[config.mk]
export PLATFORM = sky130hd
export DESIGN_NAME = run_controller
export DESIGN_NICKNAME = d
export VERILOG_FILES = /design/src/rtl/run_controller.sv
export SDC_FILE = /design/constraint.sdc
export NUM_CORES = 1
export LEC_CHECK = 0
export ABC_AREA = 1
export BUFFER_PORTS_ARGS = -buffer_cell sky130_fd_sc_hd__clkbuf_2
export CORE_ASPECT_RATIO = 2
export CORE_MARGIN = 2
export CORE_UTILIZATION = 50
export DETAILED_ROUTE_END_ITERATION = 16
export GPL_TIMING_DRIVEN = 1
export PLACE_DENSITY = 0.77
export SLEW_MARGIN = 15
export SYNTH_ARGS = -nofsm -noshare
export SYNTH_HDL_FRONTEND = slang
export SYNTH_SLANG_ARGS = --single-unit
[constraint.sdc]
create_clock -name clk -period 1.6 [get_ports clk]
set_clock_uncertainty 0.05 [all_clocks]
set_input_delay 0.48 -clock clk [delete_from_list [all_inputs] [get_ports clk]]
set_output_delay 0.48 -clock clk [all_outputs]
set_load 0.03 [all_outputs]
[src/rtl/run_controller.sv]
// run_controller: sequences core reset release, free-run/single-step execution,
// cycle budgeting and result latching for bench and FPGA runs.
module run_controller #(
  parameter int MAX_CYCLES = 500000,
  parameter int RST_CYCLES = 4,
  parameter int CNT_W      = 32
) (
  input  logic             clk,
  input  logic             rst_n,
  input  logic             start,
  input  logic             abort,
  input  logic             step_mode,
  input  logic             step_req,
  input  logic             cpu_halt,
  input  logic [15:0]      ret_val,
  output logic             cpu_rst,
  output logic             cpu_en,
  output logic             busy,
  output logic             done,
  output logic             halted,
  output logic             timed_out,
  output logic [7:0]       result,
  output logic [CNT_W-1:0] cycle_count
);
  localparam int HW = RST_CYCLES > 1 ? $clog2(RST_CYCLES) : 1;
  typedef enum logic [2:0] {IDLE, RESET_HOLD, RUN, STEP_WAIT, STEP_EXEC, DONE} state_t;
  state_t state;
  logic [HW-1:0] hold_cnt;
  logic last, unused_ret;
  assign unused_ret = ^ret_val[15:8];
  assign last = cycle_count == CNT_W'(MAX_CYCLES - 1);
  assign cpu_rst = state == IDLE || state == RESET_HOLD;
  assign cpu_en = state == RUN || state == STEP_EXEC;
  assign busy = state != IDLE && state != DONE;
  assign done = state == DONE;
  always_ff @(posedge clk or negedge rst_n) begin
    if (!rst_n) begin
      state <= IDLE;
      hold_cnt <= '0;
      halted <= 1'b0;
      timed_out <= 1'b0;
      result <= '0;
      cycle_count <= '0;
    end else if (abort) begin
      state <= IDLE;
    end else if (start && (state == IDLE || state == DONE)) begin
      state <= RESET_HOLD;
      hold_cnt <= '0;
      halted <= 1'b0;
      timed_out <= 1'b0;
      result <= '0;
      cycle_count <= '0;
    end else begin
      case (state)
        RESET_HOLD:
          if (hold_cnt == HW'(RST_CYCLES - 1)) state <= step_mode ? STEP_WAIT : RUN;
          else hold_cnt <= hold_cnt + 1'b1;
        RUN, STEP_EXEC: begin
          // halt beats timeout when both land on the same enabled cycle
          cycle_count <= (cycle_count == CNT_W'(MAX_CYCLES)) ? cycle_count : cycle_count + 1'b1;
          if (cpu_halt) begin
            state <= DONE;
            halted <= 1'b1;
            result <= ret_val[7:0];
          end else if (last) begin
            state <= DONE;
            timed_out <= 1'b1;
          end else begin
            state <= step_mode ? STEP_WAIT : RUN;
          end
        end
        STEP_WAIT: state <= step_req ? STEP_EXEC : (step_mode ? STEP_WAIT : RUN);
        default: state <= state;
      endcase
    end
  end
endmodule

* Word-level counts from Yosys, hierarchy flattened
Cells that the tools add are included.
** Storage, ports and cells
- Register bits after elaboration :: 47
- Output and inout port bits :: 46
- Bits of input ports :: 23
** Cells by class
- Equality and inequality tests :: 13
- Bitwise operators :: 1
- Add/subtract/negate cells :: 2
- Multiplexer cells :: 24
- Reduce and logical (&&, ||, !) cells :: 18
** Operator list (count)
- 2-to-1 mux 32 bit :: 3
- == test 32 x 19 -> 1 bit (second input constant) :: 2
- adder 32 x 1 -> 32 bit (second input constant) :: 1
- 2-to-1 mux 8 bit :: 3
- 2-to-1 mux 3 bit :: 6
- one-hot mux 3 bit (3 select lines) :: 1
- AND reduction 3 bit :: 3
- 2-to-1 mux 1 bit :: 8
- nonzero test 2 bit :: 4
- == test 3 x 2 -> 1 bit (second input constant) :: 2
- == test 3 bit (second input constant) :: 2
- 2-to-1 mux 2 bit :: 3
- nonzero test 5 bit :: 1
- != test 2 bit (second input constant) :: 2
- != test 4 x 2 -> 1 bit (second input constant) :: 1
- AND reduction 4 bit :: 1
- == test 3 x 1 -> 1 bit (second input constant) :: 1
- zero test 3 bit :: 1
- logical OR 1 bit :: 3
- != test 3 bit (second input constant) :: 1
- nonzero test 3 bit :: 1
- adder 2 x 1 -> 2 bit (second input constant) :: 1
- == test 2 bit (second input constant) :: 1
- logical AND 1 bit :: 2
- 4 further kinds :: 4

* Depth between registers and ports, before layout
Gate-level depths: netlist of run 1.
- Depth after elaboration :: 6
- Mapped depth :: 12
- Mapped depth without buffers :: 12

* Least setup slack after synthesis of run 1
No wires, ideal clock.
- Path type :: reg2reg
- Start point :: reg cycle_count[0]
- End point :: reg cycle_count[14]
- Cell stages (with the launch flop) :: 10
- Arrival time :: 1.680 ns
- Path buffers :: 0
- Path slack :: -0.247 ns
- Data required time :: 1.433 ns
- Cells stage by stage :: dfrtp_1 ha_1 nand3_1 nor2_2 inv_1 nor2_1 xor2_1 nor2_1 nand2_1 nand2_1
** Between the ends
- Longest elaborated chain between the ends :: 4
- Elaborated cells on any way between the ends :: 7
- Those cells by class :: add/sub (1); eq/ne (2); mux (3); reduce/logical (1)
** RTL lines
- start: declaration :: line 23 : output logic [CNT_W-1:0] cycle_count
- start signal: assignment :: line 60 : cycle_count <= (cycle_count == CNT_W'(MAX_CYCLES)) ? cycle_count : cycle_count + 1'b1;
- adder 32 x 1 -> 32 bit :: line 60
- 2-to-1 mux 32 bit :: line 60
- 2-to-1 mux 32 bit :: line 54 : case (state)
- 2-to-1 mux 32 bit :: line 46 : end else if (start && (state == IDLE || state == DONE)) begin
Several ways; a longest one is shown, not always the timed one. The select of a mux whose other input is x is not followed.
A chain may end at the register's enable or synchronous reset.

* Worst setup path after layout of run 1
- Start point :: reg state[2]
- End point :: reg cycle_count[6]
** Between the ends
- Longest elaborated chain between the ends :: 5
- Elaborated cells on any way between the ends :: 11
- Those cells by class :: eq/ne (4); mux (1); reduce/logical (6)
** RTL lines
- start: declaration :: line 27 : state_t state;
- start signal: assignment :: line 56 : if (hold_cnt == HW'(RST_CYCLES - 1)) state <= step_mode ? STEP_WAIT : RUN;
- start signal: assignment :: line 69 : state <= step_mode ? STEP_WAIT : RUN;
- start signal: assignment :: line 72 : STEP_WAIT: state <= step_req ? STEP_EXEC : (step_mode ? STEP_WAIT : RUN);
- == test 3 bit or zero test 3 bit (tied branches) :: line 46
- logical OR 1 bit :: line 46
- logical AND 1 bit :: line 46
- != test 2 bit (no source line) or nonzero test 2 bit (tied branches)
- AND reduction 3 bit (no source line)
Several ways; a longest one is shown, not always the timed one.

==> results of run 1 <==
==> what timing repair did <==
| item | 4_1_cts | 5_1_grt |
|---|---|---|
| cloned | 1 | 3 |
| resized for setup | 29 | 63 |
| pin swaps | 4 | 17 |
| buffers inserted | 3 | 9 |
| setup endpoints to repair | 43 | 58 |
==> cell usage in the layout (no fill, tap or decap), drive strengths merged <==
cell      n
nand2   200
buf      96
nor2     85
clkbuf   59
nand3    50
dfrtp    47
inv      47
o21ai    26
xor2     12
nand4     4
ha        3
xnor2     2
a21oi     2
nand3b    1
clkinv    1
bufinv    1
==> worst reg2reg max path: stages, from the launching register on <==
cell	delay [ns]
dfrtp_2	0.47
inv_4	0.10
nand3_2	0.06
nand2_2	0.11
nand2_4	0.11
a21oi_4	0.29
nand2_8	0.16
clkbuf_16	0.21
nand2_2	0.06
o21ai_2	0.05
==> cell type report <==
| cell class | instances | area, um^2 |
|---|---|---|
| well taps | 88 | 110.1 |
| inverters | 46 | 182.7 |
| clock inverters | 3 | 47.55 |
| clock buffers | 5 | 125.1 |
| repair buffers | 150 | 1146 |
| multi-input cells | 385 | 2095 |
| fillers | 519 | 1627 |
| flip-flops and latches | 47 | 1184 |
==> cell families (layout without fill, tap and decap cells) <==
| kind of cell | count (synthesis) | in the layout | share of synthesized area |
|---|---|---|---|
| AND/OR/NAND/NOR | 337 | 340 | 0.4455 |
| buffers and inverters | 56 | 204 | 0.08062 |
| AO/OA/AOI/OAI | 28 | 28 | 0.06964 |
| XOR/XNOR | 14 | 14 | 0.03709 |
| flip-flops | 47 | 47 | 0.3558 |
| adder cells (fa/ha/maj) | 3 | 3 | 0.01136 |
==> worst max-delay path by stage <==
stage | start | endpoint | slack (ns) | cells after the start
after floorplan | cycle_count[0] | cycle_count[6] | -0.06 | 11
after global placement | cycle_count[1] | cycle_count[16] | -0.09 | 9
after detailed placement | cycle_count[0] | cycle_count[1] | -0.10 | 11
after CTS | state[2] | cpu_rst | -0.12 | 5
after global routing | state[2] | cycle_count[2] | -0.23 | 9
final | state[2] | cycle_count[6] | -0.18 | 9
==> state kept, by name (all words and copies together) (netlist names) <==
| signal | cells |
|---|---|
| result | 8 |
| hold_cnt | 2 |
| cycle_count | 32 |
| state | 3 |
| timed_out | 1 |
| halted | 1 |
==> power breakdown <==
| part | internal [mW] | switching [mW] | leakage (nW) |
|---|---|---|---|
| Sequential | 1.48 | 0.262 | 0.628 |
| Clock | 0.745 | 0.466 | 0.0844 |
| Combinational | 1.77 | 2.47 | 1.70 |
| Total | 3.99 | 3.20 | 2.42 |
==> metal layers <==
metal,part of all wire,global-route usage,routed length [um]
met1,0.39,0.3445,3951
met2,0.52,0.4401,5273
met3,0.049,0.05212,497
met4,0.044,0.1277,446
met5,0,0,0
==> results_dict.tcl, run 1 <==
set metrics [dict create \
    power_density_mw_per_mm2 1470 \
    hold_viol_final 0 \
    post-route-util 0.7504 \
    hold_buffers 0 \
    synth_area_mm2 0.003306 \
    grt_pass1_wl_mm 15.42 \
    ys_top_cells_by_area "dfrtp_1, nand2_1, nor2_1" \
    synth-seq-area-share 0.3558 \
    io_buffers 60 \
    power.leakage_nw 2.416 \
    avgRoutedWirePerCell_um 14.05 \
    synth-main-ff-cell "dfrtp_1" \
    vias_per_cell 5.050 \
    stdcell_count 724 \
    path_cells "inv_4 -> nand3_2 -> nand2_2 -> nand2_4 -> a21oi_4 -> nand2_8 -> clkbuf_16 -> nand2_2 -> o21ai_2" \
    cts_made_buffers 5 \
    finalSetupTns_ns -5.890 \
    arrival_ns 1.91 \
    drv_cap 0 \
    synthToLayoutAreaGrowth_pct 47.92 \
    fin_nets 661 \
    tightest_slew_ns 0.3293 \
    finalCriticalPeriod_ns 1.778 \
    setup_viol 52 \
    post-place-ws_ns -0.1020 \
    path_buf_inv 2 \
    setup_ws_ns -0.1783 \
    run_status "complete, but fails checks" \
    synth.most_common_cell "nand2_1" \
    ir_drop_mv 1.201 \
    first_pass_iters 5 \
    gp_congestion 0.9706 \
    critPathTopFamily "simple AND/OR/NAND/NOR gates" \
    required_ns 1.73 \
    synth-edff-count 0 \
    wirelength_mm 10.17 \
    die_w_um 61.50 \
    htree_levels 2 \
    yosys.area.top_type_share 0.3558 \
    place_inst 700 \
    cp_max_fo 8 \
    cp_common_cell "nand2_2" \
    grt_usage 0.2754 \
    holdWs_ns 0.09969 \
    clk_latency_ns 0.30 \
    cts.sinks 47 \
    min_period_over_period 1.111 \
    rrSetupSlack_ns -0.18 \
    clockBufferDepth 2 \
    initial_core_util 0.5073 \
    drt_iter0_markers 197 \
    slowest_delay_ns 0.47 \
    drive_gt1_frac 0.4167 \
    ys_ff_latch 47 \
    grt_max_degree 33 \
    diodes 0 \
    hold_class "primary input to asynchronous set/reset pin" \
    die_area_mm2 0.007317 \
    synth_commonest_cells "nand2_1, nor2_1, nand3_1" \
    path_class "register to register" \
    critPathSlowestCell "dfrtp_2" \
    rr_endpoint "cycle_count[6]" \
    dp_hpwl_mm 6.898 \
    clk_pin_slew_ns 0.06 \
    drcViolationCount 0 \
    crit_path_end_kind "register" \
    rsz0062_at_grt "true" \
    die_y_um 119.0 \
    netlist_instances 485 \
    ios 69 \
    fmax_mhz 562.3 \
    fin_area_mm2 0.004890 \
    syn_avg_cell_area_um2 6.816 \
    async_flop_share 1.000 \
    antenna_found_initial 0 \
    worstReg2RegStart "state[2]" \
    dpl_cell_area_mm2 0.004280 \
    slew_viol_final 0 \
    yosys.area.top_type "dfrtp_1" \
    coreArea_mm2 0.006516 \
    core.rowCount 42 \
    drtAntennaViolNets 0 \
    yosysWarnings 0 \
    r2r_cells 9 \
    clock-root-buffer "clkbuf_16" \
    violations "negative setup slack" \
    synth_cell_types 27 \
    vias 3656 \
    tritoncts "built" \
    overflow 0 \
    finalPower_mw 7.190 \
    grt_pass1_vias 3385 \
    cp-start-kind "register" \
    mappedNetlistNets 511 \
    max-slew-margin-rel 0.7802 \
]
Power figures use the tool's default switching activity.
==> run 2, diff against run 1 <==
--- a/config.mk
+++ b/config.mk
@@ -8,7 +8,6 @@
 export ABC_AREA = 1
 export BUFFER_PORTS_ARGS = -buffer_cell sky130_fd_sc_hd__clkbuf_2
 export CORE_ASPECT_RATIO = 2
-export CORE_MARGIN = 2
 export CORE_UTILIZATION = 50
 export DETAILED_ROUTE_END_ITERATION = 16
 export GPL_TIMING_DRIVEN = 1
==> run 2 against run 1 <==
The flow still finishes with violations (negative setup slack). Worst setup slack worse by 0.25 ns. Design area rose by 5.7%. Global-route usage grew 3.3 points. Cell count is 0.69% lower. First-iteration DRC count increased by 95%. Sequential share of layout area shrank 1.2 points. Via count increased by 14%.
==> results_dict.tcl, run 2 (same netlist as run 1, synthesis figures left out) <==
set metrics [dict create \
    final_common_cell "nand2_1" \
    cp_max_fo 10 \
    top_register "cycle_count" \
    overflow 0 \
    finalCriticalPeriod_ns 2.031 \
    grt_pass1_vias 3537 \
    gp_congestion 0.9360 \
    largest_reg_flops 32 \
    cts_made_buffers 5 \
    required_ns 1.73 \
    drt_iter0_markers 385 \
    finalPower_mw 8.159 \
    coreArea_mm2 0.006361 \
    first_pass_iters 7 \
    io_buffers 60 \
    slowest_delay_ns 0.46 \
    setup_viol 58 \
    fmax_mhz 492.4 \
    antenna_found_initial 0 \
    run_status "complete, but fails checks" \
    cp_common_cell "nand2_4" \
    n_fill_cell 423 \
    initial_core_util 0.5197 \
    grt_use_met1 0.3268 \
    critPathTopFamily "simple AND/OR/NAND/NOR gates" \
    min_period_over_period 1.269 \
    worstReg2RegStart "state[2]" \
    setup_ws_ns -0.4307 \
    ios 69 \
    violations "negative setup slack" \
    rsz0062_at_grt "true" \
    power_density_mw_per_mm2 1579 \
    path_cells "buf_6 -> nand3_4 -> nand2_4 -> buf_6 -> nand2_8 -> buf_4 -> nand2_4 -> nand2_4 -> nor2_4 -> nor2_8 -> nand2_1 -> nand2_1" \
    tightest_slew_ns 0.3939 \
    clockBufferDepth 2 \
    core.rowCount 41 \
    path_class "register to register" \
    clk_latency_ns 0.31 \
    die_y_um 117.0 \
    clock_power_share 0.156 \
    arrival_ns 2.16 \
    power.leakage_nw 2.547 \
    post-route-util 0.8122 \
    clock-root-buffer "clkbuf_16" \
    hold_viol_final 0 \
    vias 4164 \
    switching_share 0.4737 \
    grtUsageMet2 0.5566 \
    dp_hpwl_mm 7.159 \
    crit_path_end "result[5]" \
    path_buf_inv 3 \
    final_cell_mix "nand2_1, buf_4, nor2_1" \
    hold_class "primary input to asynchronous set/reset pin" \
    cp-start-kind "register" \
    slew_viol_final 0 \
    vias_per_cell 5.791 \
    die_w_um 59.50 \
    synthToLayoutAreaGrowth_pct 56.28 \
    rrSetupSlack_ns -0.43 \
    p_int_mw 4.294 \
    fin_area_mm2 0.005166 \
    dpl_cell_area_mm2 0.004173 \
    grt_max_degree 48 \
    drv_cap 0 \
    avgRoutedWirePerCell_um 19.72 \
    max-slew-margin-rel 0.7355 \
    comb_power_share 0.629 \
    rr_endpoint "result[5]" \
    diodes 0 \
    crit_path_end_kind "register" \
    crit_cells 12 \
    cts.sinks 47 \
    holdWs_ns 0.1217 \
    ir_drop_mv 1.639 \
    hold_buffers 0 \
    sequentialPowerShare 0.215 \
    grt_busiest_layer "met2" \
    grt_usage 0.3087 \
    drive_gt1_frac 0.4471 \
    critPathSlowestCell "dfrtp_2" \
    p_sw_mw 3.865 \
    drtAntennaViolNets 0 \
    fin_nets 658 \
    htree_levels 2 \
    clk_pin_slew_ns 0.08 \
    drcViolationCount 0 \
    grt_pass1_wl_mm 16.20 \
    wirelength_mm 14.18 \
    tritoncts "built" \
    r2r_cells 12 \
    finalSetupTns_ns -12.71 \
    use_met3 0.04286 \
    setup.worst_path.start "state[2]" \
    die_area_mm2 0.006960 \
    reg.largest.list "cycle_count: 32 flops, result: 8 flops, state: 3 flops" \
]
[run 2: cell types whose count changed in the layout (fill, tap and decap cells not counted), moves of 2 or more]
cell | previous run | this run
nand3_1 | 45 | 43
nand2_1 | 158 | 147
nand2_4 | 10 | 30
nand2_2 | 30 | 21
clkbuf_2 | 51 | 47
clkbuf_16 | 6 | 8
buf_16 | 0 | 2
buf_4 | 73 | 64
buf_6 | 13 | 19
dfrtp_2 | 6 | 8
o21ai_2 | 23 | 21
dfrtp_1 | 41 | 39
nor2_1 | 69 | 63
nor2_4 | 5 | 9
[run 2: worst min-delay path by stage]
| stage | end | slack [ns] | cells after the start |
|---|---|---|---|
| after floorplan | cycle_count[0] | 0.13 | 0 |
| after global placement | result[1] | 0.40 | 2 |
| after detailed placement | result[6] | 0.41 | 2 |
| after CTS | cycle_count[6] | 0.14 | 2 |
| after global routing | cycle_count[6] | 0.14 | 2 |
| final | cycle_count[13] | 0.12 | 2 |
[run 2: cell type report]
type	count	area, um^2	share of cell area
Clock inverter	3	47.55	0.009203
Tap cell	86	107.6	0.02083
Clock buffer	5	125.1	0.02422
Inverter	46	190.2	0.03681
Sequential cell	47	1186	0.2296
Multi-Input combinational cell	384	2272	0.4398
Timing Repair Buffer	148	1237	0.2395
[run 2: power by group through the flow]
stage | logic [mW] | registers [mW] | clock network, mW
2_1_floorplan | 1.60 | 2.23 | 0
3_3_place_gp | 3.11 | 1.66 | 0
3_5_place_dp | 3.18 | 1.69 | 0
4_1_cts | 3.75 | 1.68 | 1.25
5_1_grt | 5.38 | 1.76 | 1.31
6_report | 5.13 | 1.75 | 1.27
[run 2: stage by stage]
stage	setup slack, ns	cells
final	-0.4307	719
after global routing	-0.5278	719
after CTS	-0.1423	701
after detailed placement	-0.1311	684
after global placement	-0.09323	684
after floorplan	-0.05742	485
[run 2: repair_timing]
item	in CTS	in global routing
resized for setup	51	109
endpoints found under the setup margin	43	57
gates cloned	2	6
setup buffers	7	13
pin swaps	13	21
[run 2: layer usage]
layer  vias to the layer above  wire (um)
li1                       1807          -
met5                         -          0
met4                         0       1311
met1                      1903       4551
met3                       133       1019
met2                       321       7298
==> run 3, diff against run 2 <==
--- a/config.mk
+++ b/config.mk
@@ -8,10 +8,11 @@
 export ABC_AREA = 1
 export BUFFER_PORTS_ARGS = -buffer_cell sky130_fd_sc_hd__clkbuf_2
 export CORE_ASPECT_RATIO = 2
-export CORE_UTILIZATION = 50
+export CORE_UTILIZATION = 52
+export CTS_BUF_LIST = sky130_fd_sc_hd__clkbuf_4
 export DETAILED_ROUTE_END_ITERATION = 16
 export GPL_TIMING_DRIVEN = 1
-export PLACE_DENSITY = 0.77
+export PLACE_DENSITY = 0.79
 export SLEW_MARGIN = 15
 export SYNTH_ARGS = -nofsm -noshare
 export SYNTH_HDL_FRONTEND = slang
==> run 3 against run 2 <==
The flow now stops in 5_1_grt. Synthesized cell count stayed put. Area after synthesis unchanged.
==> results_dict.tcl, run 3 <==
set metrics [dict create \
    htree_levels 2 \
    dp_hpwl_mm 7.255 \
    ys_top_cells_by_area "dfrtp_1, nand2_1, nor2_1" \
    stop_stage "5_1_grt" \
    synth.most_common_cell "nand2_1" \
    synth-seq-area-share 0.3558 \
    core.rowCount 40 \
    cts_made_buffers 5 \
    yosys.area.top_type "dfrtp_1" \
    synth-edff-count 0 \
    gp_congestion 0.9550 \
    cts.sinks 47 \
    netlist_instances 485 \
    error "[ERROR GRT-0232] Routing congestion too high. Check the congestion heatmap in the GUI." \
    yosys.area.top_type_share 0.3558 \
    initial_core_util 0.5459 \
    io_buffers 60 \
    ios 69 \
    grt_max_degree 33 \
    dpl_cell_area_mm2 0.004200 \
    grt_usage 0.6790 \
    synth_commonest_cells "nand2_1, nor2_1, nand3_1" \
    synth_area_mm2 0.003306 \
    crit_endpoint "busy" \
    clockBufferDepth 2 \
    yosysWarnings 0 \
    ys_ff_latch 47 \
    die_y_um 114.8 \
    die_w_um 58.38 \
    synth_cell_types 27 \
    synth-main-ff-cell "dfrtp_1" \
    run_status "did not finish" \
    clock-root-buffer "clkbuf_4" \
    async_flop_share 1.000 \
    overflow 26 \
    worst-ep-kind "output port" \
    syn_avg_cell_area_um2 6.816 \
    mappedNetlistNets 511 \
]
-- run 3: cell counts after synthesis --
No cell type changed its count.
-- run 3: stage by stage --
stage / setup TNS [ns] / utilization / instances / worst slack (ns)
3_3_place_gp: -2.673 / 0.6936 / 686 / -0.1211
3_5_place_dp: -3.866 / 0.6936 / 686 / -0.1508
4_1_cts: -7.572 / 0.8752 / 743 / -0.2204
2_1_floorplan: -1.492 / - / 485 / -0.05742
-- run 3: kinds of logic after synthesis --
family / after synthesis / synth area share
AO/OA/AOI/OAI: 28 / 0.06964
XOR/XNOR: 14 / 0.03709
adder cells (fa/ha/maj): 3 / 0.01136
buffers and inverters: 56 / 0.08062
flip-flops: 47 / 0.3558
AND/OR/NAND/NOR: 337 / 0.4455
-- run 3: what timing repair did --
| action | 4_1_cts |
|---|---|
| gates resized for setup | 139 |
| buffers inserted | 44 |
| setup endpoints to repair | 71 |
| hold endpoints to repair | 15 |
| cloned | 4 |
| pin swaps | 6 |
| hold buffers | 1 |
-- run 3: metal layers --
metal	GRT overflow	track usage
met5	0	0.08730
met4	8	0.7286
met3	0	0.4286
met2	18	0.9180
met1	0	0.6457
==> run 4, diff against run 3 <==
--- a/config.mk
+++ b/config.mk
@@ -7,12 +7,10 @@
 export LEC_CHECK = 0
 export ABC_AREA = 1
 export BUFFER_PORTS_ARGS = -buffer_cell sky130_fd_sc_hd__clkbuf_2
-export CORE_ASPECT_RATIO = 2
-export CORE_UTILIZATION = 52
-export CTS_BUF_LIST = sky130_fd_sc_hd__clkbuf_4
+export CORE_UTILIZATION = 40
 export DETAILED_ROUTE_END_ITERATION = 16
 export GPL_TIMING_DRIVEN = 1
-export PLACE_DENSITY = 0.79
+export PLACE_DENSITY_LB_ADDON = 0.15
 export SLEW_MARGIN = 15
 export SYNTH_ARGS = -nofsm -noshare
 export SYNTH_HDL_FRONTEND = slang
==> constraint.sdc (replaced) <==
create_clock -name clk -period 2.1 [get_ports clk]
set_clock_uncertainty 0.05 [all_clocks]
set_input_delay 0.63 -clock clk [delete_from_list [all_inputs] [get_ports clk]]
set_output_delay 0.63 -clock clk [all_outputs]
set_load 0.03 [all_outputs]
==> run 4 against run 3 <==
The flow now finishes without violations.
==> results_dict.tcl, run 4 (same netlist as run 1, synthesis figures left out) <==
set metrics [dict create \
    run_status "completed" \
    hold_viol_final 0 \
    clk_pin_slew_ns 0.10 \
    cp-start-kind "register" \
    gp_congestion 0.8940 \
    wirelength_mm 8.425 \
    sequentialPowerShare 0.334 \
    n_fill_cell 841 \
    diodes 0 \
    largest_reg_flops 32 \
    die_w_um 92.91 \
    avgRoutedWirePerCell_um 12.65 \
    clock_power_share 0.171 \
    die_area_mm2 0.008631 \
    path_cells "inv_1 -> nand2_1 -> nand3_2 -> inv_1 -> clkbuf_4" \
    seq_area_mm2 0.001177 \
    hold_class "primary input to asynchronous set/reset pin" \
    critPathTopFamily "buffers and inverters" \
    drt_iter0_markers 176 \
    fin_nets 589 \
    grt_usage 0.2107 \
    reg.largest.list "cycle_count: 32 flops, result: 8 flops, state: 3 flops" \
    io_buffers 60 \
    first_pass_iters 4 \
    top_register "cycle_count" \
    power_density_mw_per_mm2 1030 \
    min_period_over_period 0.9667 \
    dp_hpwl_mm 6.597 \
    path_buf_inv 3 \
    p_int_mw 2.092 \
    place_inst 658 \
    cp_common_cell "inv_1" \
    setup_viol 0 \
    cp_max_fo 5 \
    grt_pass1_vias 3046 \
    finalSetupTns_ns 0 \
    ir_drop_mv 0.4932 \
    antenna_found_initial 0 \
    drv_cap 0 \
    hold_buffers 0 \
    finalCriticalPeriod_ns 2.030 \
    power.leakage_nw 1.948 \
    ios 69 \
    cts.sinks 47 \
    clock-root-buffer "clkbuf_8" \
    vias 3212 \
    clk_latency_ns 0.31 \
    die_y_um 92.91 \
    finalPower_mw 4.046 \
    stdcell_count 666 \
    post-route-util 0.5003 \
    path_class "register to output pin" \
    synthToLayoutAreaGrowth_pct 18.77 \
    drcViolationCount 0 \
    multi_input_area_mm2 0.001863 \
    vias_per_cell 4.823 \
    slowest_delay_ns 0.40 \
    slew_viol_final 0 \
    grt_max_degree 48 \
    cts_setup_buffers 0 \
    final_common_cell "nand2_1" \
    crit_cells 5 \
    overflow 0 \
    fmax_mhz 492.6 \
    max-slew-margin-rel 0.5849 \
    tritoncts "built" \
    final_cell_mix "nand2_1, nor2_1, clkbuf_2" \
    clockBufferDepth 2 \
    htree_levels 2 \
    grt_pass1_wl_mm 14.36 \
    p_sw_mw 1.954 \
    required_ns 1.42 \
    critPathSlowestCell "dfrtp_1" \
    initial_core_util 0.4212 \
    switching_share 0.4830 \
    coreArea_mm2 0.007848 \
    r2r_cells 8 \
    drtAntennaViolNets 0 \
    crit_path_end_kind "output pin" \
    drive_gt1_frac 0.2518 \
    comb_power_share 0.495 \
    core.rowCount 32 \
    arrival_ns 1.35 \
    tightest_slew_ns 0.6227 \
    cts_made_buffers 5 \
]
run 4: final cells by class:
cell class              instances  share of cell area
repair buffers                 81              0.1205
clock buffers                   5             0.01753
well taps                     102             0.03250
multi-input cells             382              0.4745
flip-flops and latches         47              0.2999
inverters                      46             0.04398
clock inverters                 3             0.01115
run 4: power groups by stage:
stage | logic [mW] | registers, mW | clock network (mW)
after CTS | 2.02 | 1.35 | 0.704
after floorplan | 1.19 | 1.68 | 0
after global placement | 1.99 | 1.36 | 0
after detailed placement | 2.02 | 1.36 | 0
after global routing | 2.22 | 1.39 | 0.751
final | 2.00 | 1.35 | 0.692
run 4: timing repair:
action / in CTS / in global routing
hold endpoints to repair: 0 / 0
setup endpoints to repair: 0 / 1
resized for setup: 0 / 3
run 4: worst paths after layout:
| path | start | to | slack (ns) |
|---|---|---|---|
| setup / recovery | state[2] | cpu_en | 0.07 |
| hold / removal | rst_n | cycle_count[22] | 0.37 |
| setup reg to reg | cycle_count[0] | cycle_count[16] | 0.20 |
| hold reg to reg | result[0] | result[0] | 0.43 |
| max in group asynchronous | rst_n | state[1] | 1.18 |
| min in group clk | result[0] | result[0] | 0.43 |
run 4: per-layer routing:
layer,GRT usage,part of all wire,wire (um),up-vias
li1,-,-,-,1661
met1,0.2964,0.48,4071,1466
met2,0.3327,0.45,3797,76
met3,0.03695,0.053,445,9
met4,0.05513,0.013,111,0
met5,0,0,0,-
run 4: metrics by stage:
step	worst slack [ns]	hold slack [ns]	area [um^2]
after floorplan	0.2528	0.2844	3306
after global placement	0.2541	0.4044	3810
after detailed placement	0.2355	0.4124	3810
after CTS	0.04502	0.3962	3923
after global routing	-0.002488	0.4116	3926
final	0.06990	0.3730	3926
run 4: worst register-to-register path, delay by kind of cell, from the launching register on:
family | cells | cell delay, ns
flops | 1 | 0.44
simple gates | 5 | 0.80
fa+ha+maj | 1 | 0.27
compound gates | 1 | 0.10
xor+xnor | 1 | 0.17
